File: src/rtl/uart_pkg.sv
// Shared UART definitions: receiver state encoding and default frame geometry.
package uart_pkg;

  typedef enum logic [2:0] {
    IDLE,
    START,
    DATA,
    STOP,
    BREAK
  } rx_state_e;

  localparam int DATA_BITS_DEF  = 8;
  localparam int OVERSAMPLE_DEF = 16;
  localparam int MID_TICK       = OVERSAMPLE_DEF / 2 - 1;

  // Tick index at the middle of the start bit for a given oversample ratio.
  function automatic int mid_tick(input int oversample);
    return oversample / 2 - 1;
  endfunction

endpackage

File: src/rtl/uart_sync2.sv
// Two-flop synchronizer for an asynchronous single-bit input, with a programmable reset level.
module uart_sync2 #(
  parameter logic RESET_VAL = 1'b1
) (
  input  logic clk,
  input  logic resetn,
  input  logic d,
  output logic q
);

  logic meta_q, meta_d;
  logic sync_q, sync_d;

  always_comb begin
    meta_d = d;
    sync_d = meta_q;
  end

  always_ff @(posedge clk) begin
    if (!resetn) begin
      meta_q <= RESET_VAL;
      sync_q <= RESET_VAL;
    end else begin
      meta_q <= meta_d;
      sync_q <= sync_d;
    end
  end

  assign q = sync_q;

endmodule

File: src/rtl/uart_rx.sv
// 8N1 UART receiver: 16x-oversampled start/data/stop sampling, valid/ready byte output,
// framing and overrun error pulses.
module uart_rx
  import uart_pkg::*;
#(
  parameter int DATA_BITS  = DATA_BITS_DEF,
  parameter int OVERSAMPLE = OVERSAMPLE_DEF
) (
  input  logic                 clk,
  input  logic                 resetn,
  input  logic                 baudtick,
  input  logic                 rxd,
  output logic [DATA_BITS-1:0] rx_data,
  output logic                 rx_valid,
  input  logic                 rx_ready,
  output logic                 framing_err,
  output logic                 overrun_err
);

  localparam int TW = $clog2(OVERSAMPLE);
  localparam int BW = $clog2(DATA_BITS + 1);
  localparam logic [TW-1:0] MID_T    = TW'(mid_tick(OVERSAMPLE));
  localparam logic [TW-1:0] LAST_T   = TW'(OVERSAMPLE - 1);
  localparam logic [BW-1:0] LAST_BIT = BW'(DATA_BITS - 1);

  logic rxs;

  uart_sync2 #(.RESET_VAL(1'b1)) u_sync (
    .clk    (clk),
    .resetn (resetn),
    .d      (rxd),
    .q      (rxs)
  );

  rx_state_e            state_q, state_d;
  logic [TW-1:0]        tick_cnt_q, tick_cnt_d;
  logic [BW-1:0]        bit_cnt_q, bit_cnt_d;
  logic [DATA_BITS-1:0] shift_q, shift_d;
  logic [DATA_BITS-1:0] rx_data_q, rx_data_d;
  logic                 rx_valid_q, rx_valid_d;
  logic                 framing_err_q, framing_err_d;
  logic                 overrun_err_q, overrun_err_d;
  logic                 deliver;

  // Output handshake: a byte transfers on any edge where rx_valid && rx_ready.
  // rx_data is stable while rx_valid is high; rx_valid only drops after a transfer.
  always_comb begin
    state_d       = state_q;
    tick_cnt_d    = tick_cnt_q;
    bit_cnt_d     = bit_cnt_q;
    shift_d       = shift_q;
    rx_data_d     = rx_data_q;
    rx_valid_d    = rx_valid_q;
    framing_err_d = 1'b0;
    overrun_err_d = 1'b0;
    deliver       = 1'b0;

    if (rx_valid_q && rx_ready) rx_valid_d = 1'b0;

    if (baudtick) begin
      case (state_q)
        IDLE: begin
          if (!rxs) begin
            state_d    = START;
            tick_cnt_d = '0;
          end
        end
        START: begin
          if (tick_cnt_q == MID_T) begin
            tick_cnt_d = '0;
            bit_cnt_d  = '0;
            state_d    = rxs ? IDLE : DATA;
          end else begin
            tick_cnt_d = tick_cnt_q + 1'b1;
          end
        end
        DATA: begin
          if (tick_cnt_q == LAST_T) begin
            shift_d    = {rxs, shift_q[DATA_BITS-1:1]};
            tick_cnt_d = '0;
            bit_cnt_d  = bit_cnt_q + 1'b1;
            if (bit_cnt_q == LAST_BIT) state_d = STOP;
          end else begin
            tick_cnt_d = tick_cnt_q + 1'b1;
          end
        end
        STOP: begin
          if (tick_cnt_q == LAST_T) begin
            tick_cnt_d = '0;
            if (rxs) begin
              deliver = 1'b1;
              state_d = IDLE;
            end else begin
              framing_err_d = 1'b1;
              state_d       = BREAK;
            end
          end else begin
            tick_cnt_d = tick_cnt_q + 1'b1;
          end
        end
        BREAK: begin
          // Wait for the line to return high so a long break reports only once.
          if (rxs) state_d = IDLE;
        end
        default: state_d = IDLE;
      endcase
    end

    if (deliver) begin
      if (!rx_valid_q || rx_ready) begin
        rx_data_d  = shift_q;
        rx_valid_d = 1'b1;
      end else begin
        overrun_err_d = 1'b1;
      end
    end
  end

  always_ff @(posedge clk) begin
    if (!resetn) begin
      state_q       <= IDLE;
      tick_cnt_q    <= '0;
      bit_cnt_q     <= '0;
      shift_q       <= '0;
      rx_data_q     <= '0;
      rx_valid_q    <= 1'b0;
      framing_err_q <= 1'b0;
      overrun_err_q <= 1'b0;
    end else begin
      state_q       <= state_d;
      tick_cnt_q    <= tick_cnt_d;
      bit_cnt_q     <= bit_cnt_d;
      shift_q       <= shift_d;
      rx_data_q     <= rx_data_d;
      rx_valid_q    <= rx_valid_d;
      framing_err_q <= framing_err_d;
      overrun_err_q <= overrun_err_d;
    end
  end

  assign rx_data     = rx_data_q;
  assign rx_valid    = rx_valid_q;
  assign framing_err = framing_err_q;
  assign overrun_err = overrun_err_q;

endmodule

File: config.mk
export PLATFORM = sky130hd
export DESIGN_NAME = uart_rx
export DESIGN_NICKNAME = d
export VERILOG_FILES = /design/src/rtl/uart_pkg.sv /design/src/rtl/uart_sync2.sv /design/src/rtl/uart_rx.sv
export SDC_FILE = /design/constraint.sdc
export NUM_CORES = 1
export LEC_CHECK = 0
export BUFFER_PORTS_ARGS = -buffer_cell sky130_fd_sc_hd__buf_2
export CAP_MARGIN = 10
export CORE_UTILIZATION = 44
export DETAILED_ROUTE_END_ITERATION = 10
export PLACE_DENSITY = 0.71
export SLEW_MARGIN = 10
export SYNTH_ARGS = -nofsm -noshare
export SYNTH_HDL_FRONTEND = slang
export SYNTH_SLANG_ARGS = --single-unit
File: constraint.sdc
create_clock -name clk -period 2.2 [get_ports clk]
set_input_delay 0.22 -clock clk [delete_from_list [all_inputs] [get_ports clk]]
set_output_delay 0.22 -clock clk [all_outputs]
set_load 0.05 [all_outputs]
==> results of run 1 <==
==> registers in the layout, indices dropped and copies added (netlist names) <==
signal	cells
bit_cnt_q	4
framing_err	1
overrun_err	1
rx_data	8
rx_valid	1
shift_q	8
state_q	3
tick_cnt_q	4
u_sync.meta_q	1
u_sync.q	1
==> worst reg2reg max path, cell delays in order (launching register included) <==
cell and delay (ns):
dfxtp_1 0.35, ha_1 0.25, and3_1 0.30, o32ai_4 0.35, or3b_1 0.38, a21oi_1 0.12
==> layout make-up <==
cell class              instances  area (sq um)
fillers                       304          1480
multi-input cells             108           694
flip-flops and latches         32           641
repair buffers                 19           105
well taps                      44          55.1
clock buffers                   6          41.3
inverters                       2          7.51
clock inverters                 1          5.00
==> cell usage after synthesis (2+ instances only) <==
| master | count |
|---|---|
| mux2i_1 | 8 |
| and3_1 | 2 |
| nor2_1 | 14 |
| nor4b_1 | 2 |
| nor3b_1 | 2 |
| a21o_1 | 2 |
| a21oi_1 | 5 |
| o211a_1 | 2 |
| o21ai_0 | 8 |
| nand3b_1 | 3 |
| nand2b_1 | 5 |
| dfxtp_1 | 32 |
| nand3_1 | 16 |
| a31oi_1 | 2 |
| a211oi_1 | 2 |
| or3b_1 | 3 |
| nand2_1 | 15 |
| clkbuf_1 | 4 |
| buf_2 | 6 |
| ha_1 | 2 |
==> worst min-delay path by stage <==
stage / slack (ns) / depth (start not counted) / start / endpoint
final: 0.07 / 2 / rxd / u_sync.meta_q
after global routing: 0.07 / 2 / rxd / u_sync.meta_q
after CTS: 0.06 / 2 / rxd / u_sync.meta_q
after detailed placement: 0.41 / 2 / rxd / u_sync.meta_q
after global placement: 0.39 / 1 / u_sync.meta_q / u_sync.q
after floorplan: 0.29 / 1 / resetn / u_sync.q
==> stage by stage <==
stage | hold WS (ns) | total power, mW | area [sq um] | cells | worst slack [ns]
2_1_floorplan | 0.293 | 0.632 | 1390 | 152 | 0.527
3_3_place_gp | 0.390 | 0.642 | 1500 | 205 | 0.480
3_5_place_dp | 0.406 | 0.644 | 1500 | 205 | 0.415
4_1_cts | 0.0618 | 0.943 | 1550 | 212 | 0.387
5_1_grt | 0.0666 | 0.984 | 1550 | 212 | 0.253
6_report | 0.0705 | 0.934 | 1550 | 212 | 0.393
==> layer usage <==
layer  vias up  share of wire, %  GRT usage, %
met1       509                48          24.7
met5         -                 0             0
met3         3               3.9          6.70
met4         0              0.88          6.12
li1        574                 -             -
met2        18                47          25.9
==> cells by family after synthesis <==
group,Yosys count
AOI/OAI and AO/OA,30
buffers and inverters,12
adders and majority gates,2
DFF,32
and+or+nand+nor,68
muxes,8
==> power breakdown <==
part | internal (mW) | leakage [nW] | switching, mW
logic | 0.0153 | 0.369 | 0.0250
clock network | 0.118 | 0.0281 | 0.187
registers | 0.582 | 0.258 | 0.00714
==> placed cells by master, fill, tap and decap left out, drive strengths merged <==
cell type,count
o221a,1
clkinv,2
clkbuf,6
a21o,2
mux2i,8
o211a,2
o32ai,1
ha,2
a41oi,1
or3b,3
a311oi,1
buf,19
nor2,14
nand3,16
a211oi,3
o22ai,1
and3b,1
nor4b,2
nand2b,5
dfxtp,32
nor3b,3
a31oi,2
a22oi,1
o21ai,8
nand3b,3
nand4,1
inv,1
nor2b,1
and4b,1
o31ai,1
and3,2
a211o,1
nor3,1
nand2,15
a21oi,5
==> results_dict.tcl, run 1 <==
set metrics [dict create \
    synth_fa_ha_area_share_pct 1.80 \
    synthFlopType "dfxtp_1" \
    p_leak_nw 0.656 \
    clock_path_buffers 2 \
    critical_path.max_stage_delay_ns 0.38 \
    synth-compound-area-share_pct 16.3 \
    fmax_ghz 0.553 \
    maxCapViolCount 0 \
    die_y_microns 58.2 \
    ir_drop_mv 0.395 \
    crit_chain "ha_1 > and3_1 > o32ai_4 > or3b_1 > a21oi_1" \
    worstPathMaxFanout 8 \
    reg2reg_slack_ns 0.39 \
    synth_edf_count 0 \
    synth_mux_area_share_pct 5.77 \
    worstPathRequired_ns 2.46 \
    cts_root_buffer "clkbuf_4" \
    grt_usage_pct 18.0 \
    clock_latency_ns 0.33 \
    grt_pass1_vias 971 \
    relSlewSlack_pct 73.9 \
    syn_inst 152 \
    period_needed_ns 1.81 \
    h-tree-depth 2 \
    post-cts-setup-buffers 0 \
    drtIter0Drc 54 \
    start_util_pct 45.8 \
    clock-sinks 32 \
    avgRoutedWirePerCell_microns 12.3 \
    crit_end "tick_cnt_q[0]" \
    dieArea_sq_mm 0.00338 \
    synth_top_area_cell "dfxtp_1" \
    rsz0062_at_grt "no" \
    hp-class "input port to flip-flop" \
    holdBufCountCts 0 \
    worstSetupEndpointType "flip-flop" \
    fin_setup_tns_ns 0 \
    critPathLaunchType "flip-flop" \
    p_per_area_mw_per_mm2 603 \
    netlist_area_sq_mm 0.00139 \
    num_rows 20 \
    ys_warn_count 0 \
    syn_nets 159 \
    cpLargestDelayFamily "simple AND/OR/NAND/NOR gates" \
    clk_pin_slew_ns 0.09 \
    area_growth_pct 11.6 \
    port_buffers 15 \
    critPathBufInv 0 \
    synth_top_area_share_pct 46.2 \
    path_depth 5 \
    path_class "flip-flop to flip-flop" \
    synth_xor_area_share_pct 0 \
    synth-simple-area-share_pct 26.1 \
    async_reset_ff_share_pct 0 \
    die_w_microns 58.2 \
    cp_slowest_cell "or3b_1" \
    numCtsBuffers 5 \
    core_sq_mm 0.00303 \
    layout.nets 175 \
    startpoint "tick_cnt_q[0]" \
    utilization_pct 51.2 \
    grt_pass1_wl_mm 4.58 \
    arrival_ns 2.07 \
    synthTopCellsByArea "dfxtp_1 (46%), mux2i_1 (5.8%), nand3_1 (5.8%)" \
    antenna_found_initial 0 \
    grt_start_max_net_pins 23 \
    ys_seq_area_share_pct 46.2 \
    antenna_cells 0 \
    status "completed" \
    first_pass_iters 4 \
    routed_wl_mm 2.61 \
    skew_ns 0.00679 \
    pin_count 16 \
    grt-ovfl-total 0 \
    r2r_end "tick_cnt_q[0]" \
    cts_tree "yes" \
    finalMaxSlewViolations 0 \
    reg2regPathDepth 5 \
    gp_congestion 0.819 \
    period_share_pct 82.1 \
    hold_viol 0 \
    hpwlAfterDp_mm 1.85 \
    syn_avg_cell_area_sq_um 9.13 \
    via_per_inst 5.21 \
    finalSetupViolCount 0 \
    drive_above_1_share_pct 17.3 \
    synth_top_family_by_area "simple AND/OR/NAND/NOR gates" \
    worstMarginPinSlew_ns 0.391 \
    timing.rr.start "tick_cnt_q[0]" \
    post_synth_num_cell_types 37 \
    cts_resized 0 \
    ant_nets 0 \
    drc 0 \
    ys_ff_latch 32 \
    via_count 1104 \
]
Power figures use the tool's default switching activity.
==> run 2, diff against run 1 <==
--- a/config.mk
+++ b/config.mk
@@ -5,11 +5,12 @@
 export SDC_FILE = /design/constraint.sdc
 export NUM_CORES = 1
 export LEC_CHECK = 0
+export ABC_AREA = 1
 export BUFFER_PORTS_ARGS = -buffer_cell sky130_fd_sc_hd__buf_2
 export CAP_MARGIN = 10
 export CORE_UTILIZATION = 44
 export DETAILED_ROUTE_END_ITERATION = 10
-export PLACE_DENSITY = 0.71
+export PLACE_DENSITY = 0.73
 export SLEW_MARGIN = 10
 export SYNTH_ARGS = -nofsm -noshare
 export SYNTH_HDL_FRONTEND = slang
==> constraint.sdc (replaced) <==
create_clock -name clk -period 1.5 [get_ports clk]
set_input_delay 0.15 -clock clk [delete_from_list [all_inputs] [get_ports clk]]
set_output_delay 0.15 -clock clk [all_outputs]
set_load 0.05 [all_outputs]
==> results_dict.tcl, run 2 <==
set metrics [dict create \
    start_util_pct 46.6 \
    hp-class "input port to flip-flop" \
    critPathBufInv 1 \
    reg2regPathDepth 10 \
    synth_edf_count 0 \
    grt_start_max_net_pins 15 \
    worstSetupEndpointType "flip-flop" \
    clock_path_buffers 2 \
    fin_cells 264 \
    ir_drop_mv 0.556 \
    via_per_inst 4.91 \
    layout.nets 226 \
    pin_count 16 \
    finalSetupViolCount 0 \
    critPathLaunchType "flip-flop" \
    p_per_area_mw_per_mm2 1240 \
    clock_latency_ns 0.33 \
    cts_root_buffer "clkbuf_4" \
    utilization_pct 56.0 \
    relSlewSlack_pct 78.2 \
    ys_seq_area_share_pct 45.1 \
    syn_avg_cell_area_sq_um 7.36 \
    critical_path.max_stage_delay_ns 0.35 \
    period_share_pct 91.6 \
    core_sq_mm 0.00305 \
    fmax_ghz 0.728 \
    pre_cts_ws_ns 0.0764 \
    min_path_cells 3 \
    routed_wl_mm 2.87 \
    syn_inst 193 \
    synthFlopType "dfxtp_1" \
    post_synth_num_cell_types 23 \
    maxCapViolCount 0 \
    synthTopCellsByArea "dfxtp_1 (45%), nand2_1 (9.5%), nor2_1 (7.7%)" \
    path_depth 10 \
    skew_ns 0.00644 \
    cp_slowest_cell "dfxtp_2" \
    grt_pass1_vias 1128 \
    crit_chain "ha_2 > nand2_1 > inv_1 > nand2_1 > nand2_2 > nand2_2 > nor2_4 > nand3_1 > nand2_1 > nor2_1" \
    worstPathMaxFanout 4 \
    worstPathRequired_ns 1.73 \
    period_needed_ns 1.37 \
    netlist_area_sq_mm 0.00142 \
    dp.cells 255 \
    netlist_top_cells_count "nand2_1 (36), dfxtp_1 (32), nor2_1 (29), a21oi_1 (20), nand3_1 (15)" \
    synth.most_common_cell "nand2_1" \
    antenna_cells 0 \
    grt_usage_pct 18.1 \
    via_count 1297 \
    worstMarginPinSlew_ns 0.326 \
    clock-sinks 32 \
    h-tree-depth 2 \
    avgRoutedWirePerCell_microns 10.9 \
    synth_top_area_cell "dfxtp_1" \
    crit_top_cell "nand2_1" \
    dieArea_sq_mm 0.00346 \
    cts_tree "yes" \
    drive_above_1_share_pct 22.3 \
    hpwlAfterDp_mm 2.08 \
    hold_viol 0 \
    fin_setup_tns_ns 0 \
    die_w_microns 58.8 \
    finalMaxSlewViolations 0 \
    rsz0062_at_grt "yes" \
    num_rows 20 \
    gp_congestion 0.914 \
    first_pass_iters 4 \
    drc 0 \
    async_reset_ff_share_pct 0 \
    port_buffers 15 \
    ys_warn_count 0 \
    grt_pass1_wl_mm 4.73 \
    numCtsBuffers 5 \
    post-cts-setup-buffers 0 \
    status "completed" \
    ant_nets 0 \
    antenna_found_initial 0 \
    most-common-layout-cells "nand2_1 (33), dfxtp_1 (30), nor2_1 (29), a21oi_1 (20)" \
    cpLargestDelayFamily "simple AND/OR/NAND/NOR gates" \
    drtIter0Drc 75 \
    ys_ff_latch 32 \
    arrival_ns 1.60 \
    fin_total_pwr_mw 2.12 \
    syn_nets 200 \
    p_leak_nw 0.692 \
    grt-ovfl-total 0 \
    die_y_microns 58.8 \
    fin_ws_ns 0.126 \
    area_growth_pct 20.2 \
    clk_pin_slew_ns 0.10 \
    synth_top_area_share_pct 45.1 \
    mostFrequentLayoutCell "nand2_1" \
    path_class "flip-flop to flip-flop" \
]
-- run 2: cell types whose count changed after synthesis, sizes merged, moves of 5 or more --
| cell | previous run | this run |
|---|---|---|
| nor2 | 14 | 33 |
| nand3b | 3 | 10 |
| nand2b | 5 | 0 |
| inv | 1 | 16 |
| nand2 | 15 | 37 |
| buf | 6 | 1 |
| mux2i | 8 | 0 |
| a21oi | 5 | 21 |
-- run 2: per-stage QoR --
step	instance area, sq um	hold slack [ns]
6_report	1710	0.179
5_1_grt	1710	0.182
4_1_cts	1670	0.158
3_5_place_dp	1580	0.342
3_3_place_gp	1580	0.343
2_1_floorplan	1420	0.257
-- run 2: cells by family (layout without fill, tap and decap cells) --
family                   after synthesis  count (layout)  share of synthesized area (%)
AND/OR/NAND/NOR                      106             106                           35.7
AO/OA/AOI/OAI                         32              32                           11.5
flip-flops                            32              32                           45.1
buffers and inverters                 20              47                           5.37
adder cells (fa/ha/maj)                2               2                           1.76
XOR/XNOR                               1               1                          0.616
-- run 2: path summary, 6_finish.rpt --
path                                     from            to  slack [ns]
worst max-delay path            tick_cnt_q[0]    state_q[1]        0.13
worst min register to register  u_sync.meta_q      u_sync.q        0.43
worst min-delay path                   resetn  bit_cnt_q[3]        0.18
worst max register to register  tick_cnt_q[0]    state_q[1]        0.13
-- run 2: repair_timing --
item                                    in CTS  in global routing
endpoints found under the hold margin        1                  0
endpoints found under the setup margin       0                 19
hold buffers                                 1                  0
gates resized for setup                      0                 11
-- run 2: cell type report --
cell class	count	area (sq um)
fill	291	1340
multi-input combinational	141	738
sequential	32	643
timing repair buffer	22	130
inverter	17	66.3
tap	44	55.1
clock buffer	6	41.3
clock inverter	2	35.0
-- run 2: metal layers --
layer	vias to the layer above	wire [microns]	track usage (%)
met4	0	33	5.44
met3	5	127	7.47
met1	578	1400	22.8
li1	689	-	-
met2	25	1310	28.2
met5	-	0	0
-- run 2: worst register-to-register path, stage by stage (launching register included) --
cell     delay, ns
dfxtp_2       0.35
ha_2          0.21
nand2_1       0.06
inv_1         0.07
nand2_1       0.12
nand2_2       0.11
nand2_2       0.08
nor2_4        0.12
nand3_1       0.08
nand2_1       0.06
nor2_1        0.04
-- run 2: power breakdown --
group | switching, mW | leakage (nW) | internal (mW)
Combinational | 0.363 | 0.391 | 0.183
Sequential | 0.0502 | 0.260 | 0.884
Clock | 0.288 | 0.0422 | 0.349
Total | 0.701 | 0.692 | 1.42
